## src/rtl/fetch_aligner_pkg.sv

```systemverilog
// -----------------------------------------------------------------------------
// fetch_aligner_pkg
//   Shared CPU front-end definitions used by the fetch aligner and its bench.
//   Contents:
//     fetch_state_t        - instruction-memory request FSM states
//     DEFAULT_RESET_VECTOR - PC of the first instruction fetched after reset
//     QUEUE_DEPTH          - halfword queue depth of the aligner
//     is_rvc()             - true when a halfword starts a 16-bit instruction
// -----------------------------------------------------------------------------
package fetch_aligner_pkg;

  // IDLE : no memory request outstanding
  // REQ  : request outstanding, response will be appended to the queue
  // DROP : request outstanding, response belongs to a flushed stream
  typedef enum logic [1:0] {
    FETCH_IDLE = 2'd0,
    FETCH_REQ  = 2'd1,
    FETCH_DROP = 2'd2
  } fetch_state_t;

  localparam logic [31:0] DEFAULT_RESET_VECTOR = 32'h0000_0000;
  localparam int unsigned QUEUE_DEPTH          = 3;

  // Instructions whose low two bits are not 2'b11 are 16-bit (compressed).
  function automatic logic is_rvc(input logic [15:0] hw);
    return hw[1:0] != 2'b11;
  endfunction

endpackage

```

## src/rtl/fetch_aligner.sv

```systemverilog
// -----------------------------------------------------------------------------
// fetch_aligner
//   Fetches 32-bit little-endian words from instruction memory and re-cuts
//   them into whole 16-/32-bit instructions through a 3-entry halfword queue.
//
// Ports
//   clk          in   clock, all state updates on posedge
//   resetn       in   asynchronous active-low reset
//   mem_valid    out  read request
//   mem_addr     out  word-aligned read address
//   mem_ready    in   request accepted, mem_rdata valid this cycle
//   mem_rdata    in   read word
//   instr        out  instruction ({16'b0,hw} when compressed)
//   pc           out  address of instr
//   instr_valid  out  instr/pc hold a complete instruction
//   instr_ready  in   consumer takes instr this cycle
//   redirect     in   flush and restart at redirect_pc
//   redirect_pc  in   restart PC (bit 0 ignored)
//   o_dbg_state  out  current request FSM state
//
// Handshakes: a transfer happens on a cycle where valid and ready are both
// high at the clock edge. Once mem_valid is raised, mem_valid and mem_addr
// stay constant until mem_ready; a request is never withdrawn. instr_valid is
// combinational from the queue, and instr_ready is ignored while redirect is
// high.
// -----------------------------------------------------------------------------
module fetch_aligner
  import fetch_aligner_pkg::*;
#(
  parameter logic [31:0] RESET_VECTOR = DEFAULT_RESET_VECTOR
) (
  input  logic         clk,
  input  logic         resetn,
  output logic         mem_valid,
  output logic [31:0]  mem_addr,
  input  logic         mem_ready,
  input  logic [31:0]  mem_rdata,
  output logic [31:0]  instr,
  output logic [31:0]  pc,
  output logic         instr_valid,
  input  logic         instr_ready,
  input  logic         redirect,
  input  logic [31:0]  redirect_pc,
  output fetch_state_t o_dbg_state
);

  // ---------------------------------------------------------------------------
  // State
  // ---------------------------------------------------------------------------
  fetch_state_t r_state;
  logic [15:0]  r_q [QUEUE_DEPTH];   // r_q[0] is the oldest halfword
  logic [1:0]   r_count;
  logic [31:0]  r_pc;                // address of r_q[0]
  logic [31:0]  r_fetch_addr;        // next fetch / restart address (bit 1 = start mid-word)
  logic [31:0]  r_mem_addr;          // address of the outstanding request
  logic         r_mem_valid;

  // ---------------------------------------------------------------------------
  // Combinational queue update
  // ---------------------------------------------------------------------------
  logic        w_hw0_rvc;
  logic        w_instr_valid;
  logic        w_pop;
  logic [1:0]  w_pop_cnt;
  logic [1:0]  w_cnt_pop;
  logic        w_resp;
  logic [1:0]  w_app_cnt;
  logic [1:0]  w_cnt_next;
  logic [15:0] w_first_hw;
  logic [15:0] w_sh [QUEUE_DEPTH];
  logic [15:0] w_nq [QUEUE_DEPTH];
  logic [31:0] w_pc_pop;
  logic [31:0] w_fetch_adv;
  logic [31:0] w_redirect_pc;
  logic        w_unused_bits;

  always_comb begin
    w_hw0_rvc     = is_rvc(r_q[0]);
    w_instr_valid = (r_count >= 2'd2) || ((r_count != 2'd0) && w_hw0_rvc);
    w_pop         = w_instr_valid && instr_ready && !redirect;

    w_pop_cnt = 2'd0;
    if (w_pop) w_pop_cnt = w_hw0_rvc ? 2'd1 : 2'd2;
    w_cnt_pop = r_count - w_pop_cnt;

    // Shift out popped halfwords; slots past the new count are don't-care.
    w_sh[0] = r_q[0];
    w_sh[1] = r_q[1];
    w_sh[2] = r_q[2];
    if (w_pop_cnt == 2'd1) begin
      w_sh[0] = r_q[1];
      w_sh[1] = r_q[2];
    end else if (w_pop_cnt == 2'd2) begin
      w_sh[0] = r_q[2];
    end

    // A response only lands in REQ; a redirect in the same cycle discards it.
    w_resp     = (r_state == FETCH_REQ) && mem_ready && !redirect;
    w_first_hw = r_fetch_addr[1] ? mem_rdata[31:16] : mem_rdata[15:0];
    w_app_cnt  = 2'd0;
    if (w_resp) w_app_cnt = r_fetch_addr[1] ? 2'd1 : 2'd2;

    // Append after the shift, starting at the post-pop count.
    for (int i = 0; i < int'(QUEUE_DEPTH); i++) begin
      w_nq[i] = w_sh[i];
      if (w_resp && (i == int'(w_cnt_pop))) begin
        w_nq[i] = w_first_hw;
      end else if (w_resp && !r_fetch_addr[1] && (i == int'(w_cnt_pop) + 1)) begin
        w_nq[i] = mem_rdata[31:16];
      end
    end

    // Requests are only issued with <=1 halfword left, so this stays <=3.
    w_cnt_next = w_cnt_pop + w_app_cnt;

    w_pc_pop      = r_pc + (w_hw0_rvc ? 32'd2 : 32'd4);
    w_fetch_adv   = {r_fetch_addr[31:2] + 30'd1, 2'b00};
    w_redirect_pc = redirect_pc & ~32'd1;
  end

  // Bit 0 of addresses is never meaningful for halfword-aligned fetch.
  assign w_unused_bits = ^{redirect_pc[0], r_fetch_addr[0]};

  // ---------------------------------------------------------------------------
  // FSM, queue and address registers
  // ---------------------------------------------------------------------------
  always_ff @(posedge clk or negedge resetn) begin
    if (!resetn) begin
      r_state      <= FETCH_IDLE;
      r_count      <= 2'd0;
      r_pc         <= RESET_VECTOR;
      r_fetch_addr <= RESET_VECTOR;
      r_mem_addr   <= {RESET_VECTOR[31:2], 2'b00};
      r_mem_valid  <= 1'b0;
      for (int i = 0; i < int'(QUEUE_DEPTH); i++) r_q[i] <= 16'h0000;
    end else if (redirect) begin
      // Flush: queue empties, both the decode PC and fetch PC restart.
      r_count      <= 2'd0;
      r_pc         <= w_redirect_pc;
      r_fetch_addr <= w_redirect_pc;
      case (r_state)
        FETCH_REQ, FETCH_DROP: begin
          if (mem_ready) begin
            // Outstanding request completes now; its data is discarded.
            r_state     <= FETCH_REQ;
            r_mem_valid <= 1'b1;
            r_mem_addr  <= {w_redirect_pc[31:2], 2'b00};
          end else begin
            // Request must stay on the bus; remember to drop its data.
            r_state <= FETCH_DROP;
          end
        end
        default: begin
          // IDLE: empty queue starts a request on the following cycle.
          r_state <= FETCH_IDLE;
        end
      endcase
    end else begin
      for (int i = 0; i < int'(QUEUE_DEPTH); i++) r_q[i] <= w_nq[i];
      r_count <= w_cnt_next;
      if (w_pop) r_pc <= w_pc_pop;
      case (r_state)
        FETCH_IDLE: begin
          if (w_cnt_pop <= 2'd1) begin
            r_state     <= FETCH_REQ;
            r_mem_valid <= 1'b1;
            r_mem_addr  <= {r_fetch_addr[31:2], 2'b00};
          end
        end
        FETCH_REQ: begin
          if (mem_ready) begin
            r_fetch_addr <= w_fetch_adv;
            if (w_cnt_next <= 2'd1) begin
              // Back-to-back request for the following word.
              r_state     <= FETCH_REQ;
              r_mem_valid <= 1'b1;
              r_mem_addr  <= w_fetch_adv;
            end else begin
              r_state     <= FETCH_IDLE;
              r_mem_valid <= 1'b0;
            end
          end
        end
        FETCH_DROP: begin
          if (mem_ready) begin
            // Stale word dropped; reissue at the restart address.
            r_state     <= FETCH_REQ;
            r_mem_valid <= 1'b1;
            r_mem_addr  <= {r_fetch_addr[31:2], 2'b00};
          end
        end
        default: begin
          r_state     <= FETCH_IDLE;
          r_mem_valid <= 1'b0;
        end
      endcase
    end
  end

  // ---------------------------------------------------------------------------
  // Outputs
  // ---------------------------------------------------------------------------
  assign mem_valid   = r_mem_valid;
  assign mem_addr    = r_mem_addr;
  assign instr       = w_hw0_rvc ? {16'h0000, r_q[0]} : {r_q[1], r_q[0]};
  assign pc          = r_pc;
  assign instr_valid = w_instr_valid;
  assign o_dbg_state = r_state;

endmodule

```

## config.mk

```make
export PLATFORM = sky130hd
export DESIGN_NAME = fetch_aligner
export DESIGN_NICKNAME = d
export VERILOG_FILES = /design/src/rtl/fetch_aligner_pkg.sv /design/src/rtl/fetch_aligner.sv
export SDC_FILE = /design/constraint.sdc
export NUM_CORES = 1
export LEC_CHECK = 0
export ABC_AREA = 1
export BUFFER_PORTS_ARGS = -buffer_cell sky130_fd_sc_hd__buf_4
export CORE_ASPECT_RATIO = 0.9
export CORE_MARGIN = 4
export CORE_UTILIZATION = 61
export DETAILED_ROUTE_END_ITERATION = 10
export HOLD_SLACK_MARGIN = 0.12
export PLACE_DENSITY = 0.93
export SLEW_MARGIN = 20
export SYNTH_ARGS = -nofsm -noshare
export SYNTH_HDL_FRONTEND = slang
export SYNTH_SLANG_ARGS = --single-unit
```

## constraint.sdc

```tcl
create_clock -name clk -period 5.35 [get_ports clk]
set_input_delay 0.2675 -clock clk [delete_from_list [all_inputs] [get_ports clk]]
set_output_delay 0.2675 -clock clk [all_outputs]
set_load 0.01 [all_outputs]
```

==> flow_summary.rst <==
.. list-table::
   :header-rows: 1

   * - Metric
     - Value
   * - Result of the run
     - finished clean
   * - Port buffer count
     - 164
   * - Hpwl dp
     - 21.52 mm
   * - RSZ-0062 raised after global routing
     - false
   * - Endpoint class of the critical path
     - flip-flop
   * - Remaining number of nets flagged by the antenna check after routing
     - 0
   * - Average detailed-routed wire length per instance
     - 18.48 um
   * - Max-slew violation count
     - 0
   * - Total length of routed wires
     - 31.29 mm
   * - Endpoint, Worst Hold
     - pc[15]$_DFFE_PN0N_
   * - Net count of the finished layout
     - 1561
   * - Clock tree from TritonCTS
     - yes
   * - Total clock buffers created by CTS
     - 17
   * - Std-Cell Rows
     - 42
   * - Max cap viols
     - 0
   * - Setup WS post-layout
     - 1207 ps
   * - Aggregate global routing overflow
     - 0
   * - Filler cell count in the final layout
     - 1159
   * - Ratio of cells with drive above 1 in the final layout
     - 15.52%
   * - Synthesized instance count
     - 1366
   * - Post-CTS clock slew at the launch and capture registers of the worst setup and hold paths
     - 70 ps
   * - DP Cell Count
     - 1659
   * - Achievable frequency
     - 0.2413 GHz
   * - Overall die area
     - 17510 um2
   * - Number of detailed-routing iterations run before antenna repair
     - 6
   * - Worst Setup Slack post-DPL
     - 1403 ps
   * - Crit path launch type
     - flip-flop
   * - Startpoint of the most critical setup path
     - r_q[32]$_DFFE_PN0P_
   * - GP Congestion
     - 0.9726
   * - Wire length of the first global-routing pass
     - 49.08 mm
   * - Syn Std Cell Area
     - 9429 um2
   * - Syn-to-layout area delta
     - 19.57%
   * - Worst Setup Path Type
     - reg2reg
   * - Most frequent cells in the layout
     - sky130_fd_sc_hd__nand2_1, sky130_fd_sc_hd__buf_4, sky130_fd_sc_hd__dfrtp_1
   * - Reg-to-reg slack, setup
     - 1210 ps
   * - WHS Path Cells
     - 3
   * - Final setup skew
     - 11.06 ps
   * - Arr. time, crit path
     - 4460 ps
   * - Count of state elements after synthesis
     - 145
   * - Max H-tree Level
     - 4
   * - Die width
     - 139.1 um
   * - Insertion delay of the later-clocked pin in the worst-skew pair
     - 440 ps
   * - Via count of the first global-routing pass
     - 9547
   * - Power density over cell area
     - 517.7 nW/um2
   * - Hold Violations, Final
     - 0
   * - Antenna violations before repair
     - 0
   * - Starting density of the core
     - 63.18%
   * - Transition at the pin with the smallest max-transition slack
     - 1091 ps
   * - Launching point of the worst reg2reg path
     - r_q[32]$_DFFE_PN0P_
   * - Number of DRC markers after the initial detailed-route iteration
     - 1573
   * - DR DRC count
     - 0
   * - Final non-filler cell total
     - 1693
   * - CTS root buffer
     - sky130_fd_sc_hd__clkbuf_16
   * - Crit path required time
     - 5670 ps
   * - Core Box Area
     - 14920 um2
   * - Count of distinct cell types in the synthesized netlist
     - 41
   * - YS warnings
     - 0
   * - Final period utilization
     - 77.45%
   * - Overall routing resource usage
     - 34.66%
   * - Maximum fanout along the worst path
     - 49
   * - Worst hold path type
     - in2reg
   * - Number of top-level pins
     - 169
   * - Diode insertion count for antenna repair
     - 0
   * - Routed vias/inst
     - 6.133
   * - Tmin final
     - 4143 ps
   * - Largest buffer count on any clock path
     - 2
   * - End of the worst register-to-register path
     - r_q[34]$_DFFE_PN0P_
   * - Startpoint of the tightest hold check path
     - redirect_pc[15]
   * - Maximum resistive drop on vdd
     - 0.2941 mV
   * - Sequential cell area fraction in the yosys report
     - 38.48%
   * - # clock sinks
     - 145
   * - Maximum number of pins on one net before global-route repair
     - 84
   * - Vias post-DR
     - 10.38k
   * - # setup viols final
     - 0
   * - Final TNS setup
     - 0 ps
   * - Vert. Die Dim
     - 126.0 um
   * - Worst Reg-to-Reg Cells
     - 17
   * - Avg Inst Size Synth
     - 6.903 um2
   * - Commonest non-fill, non-tap cell in the layout
     - sky130_fd_sc_hd__nand2_1
   * - Leakage Power
     - 5.639 nW
   * - Relative slew slack
     - 27.21%
[through the flow]
stage | total power, W | utilization, % | hold slack, ps | cell area, um2
after global routing | 0.006191 | 75.54 | 152.7 | 11270
after CTS | 0.005767 | 75.36 | 130.0 | 11250
after detailed placement | 0.004407 | 70.94 | 374.7 | 10590
after global placement | 0.004301 | 70.94 | 370.6 | 10590
after floorplan | 0.003554 | - | -28.09 | 9437
final | 0.005837 | 75.54 | 140.6 | 11270
[flip-flops by register name, indices dropped and copies added (netlist names)]
register	flops
pc	31
r_q	48
r_count	2
mem_addr	30
r_fetch_addr	31
o_dbg_state	2
mem_valid	1
[final cells by class]
type                    instances  area (um2)  area share (%)
flip-flops and latches        145        3628           32.18
clock inverters                 8       147.6           1.310
inverters                     100       375.4           3.329
well taps                     198       247.7           2.197
repair buffers                173        1325           11.75
clock buffers                  24       501.7           4.450
multi-input cells            1045        5049           44.78
[power breakdown]
part	internal (W)	leakage, nW	switching [W]
Clock	0.000845	0.321	0.000489
Sequential	0.00154	1.79	0.000460
Combinational	0.000975	3.53	0.00153
Total	0.00336	5.64	0.00248
[how the worst max path moves through the flow]
| stage | end | cells after the start |
|---|---|---|
| after floorplan | mem_addr[12]$_DFFE_PN0P_ | 24 |
| after global placement | r_q[37]$_DFFE_PN0P_ | 17 |
| after detailed placement | r_q[34]$_DFFE_PN0P_ | 17 |
| after CTS | r_q[34]$_DFFE_PN0P_ | 17 |
| after global routing | r_q[34]$_DFFE_PN0P_ | 17 |
| final | r_q[34]$_DFFE_PN0P_ | 17 |
[critical path, stage by stage, from the launching register on]
cell and delay, ps:
sky130_fd_sc_hd__dfrtp_1 400, sky130_fd_sc_hd__nand2_1 100, sky130_fd_sc_hd__nand2_1 50, sky130_fd_sc_hd__nand2_1 90
sky130_fd_sc_hd__nand2_2 110, sky130_fd_sc_hd__nor2_4 360, sky130_fd_sc_hd__nand2_1 90, sky130_fd_sc_hd__buf_4 290
sky130_fd_sc_hd__inv_1 110, sky130_fd_sc_hd__ha_1 160, sky130_fd_sc_hd__xor2_1 290, sky130_fd_sc_hd__nor2_1 140
sky130_fd_sc_hd__nor2_4 410, sky130_fd_sc_hd__nand2_2 410, sky130_fd_sc_hd__nand2_2 530, sky130_fd_sc_hd__inv_2 280
sky130_fd_sc_hd__nand2_1 140, sky130_fd_sc_hd__nand2_1 60
[kinds of logic after synthesis]
group,after synthesis,share of synthesized area (%)
AND/OR/NAND/NOR,824,36.89
buffers and inverters,178,8.161
AO/OA/AOI/OAI,155,9.912
flip-flops,145,38.48
XOR/XNOR,39,3.623
multiplexers,14,1.486
adder cells (fa/ha/maj),10,1.407
other,1,0.03977
[routing by layer]
metal  GRT usage, %  vias up  routed length [um]
li1               -     4683                   -
met1          47.66     4833               12410
met2          53.16      761               14200
met3          9.060      106                3619
met4          13.12        0                1066
met5              0        -                   0
[synth_stat cells (all sizes together)]
master,n,area (um2)
nor4,1,6.260
o211ai,27,202.7
xnor2,11,96.34
o21ai,57,285.3
mux2i,14,140.1
or2,3,18.77
o221ai,7,61.31
o2111ai,1,8.760
xor2,28,245.2
clkbuf,37,138.9
a21oi,30,161.4
a31oi,28,175.2
nor3b,1,7.510
a22oi,1,7.510
ha,9,112.6
nand3,104,530.5
nor3,27,135.1
nand3b,9,67.56
fa,1,20.02
a32o,1,10.01
clkinv,1,3.750
nand4,43,275.3
dfrtp,145,3628
conb,1,3.750
nand2,496,1882
nor2,139,549.3
a21boi,3,22.52
and2,1,6.260
buf,41,255.2
inv,99,371.6
[repair_timing]
action	CTS	global route
hold buffers	1	0
endpoints found under the hold margin	82	0
resized for setup	0	0
buffers inserted	0	0
Power figures use the tool's default switching activity.
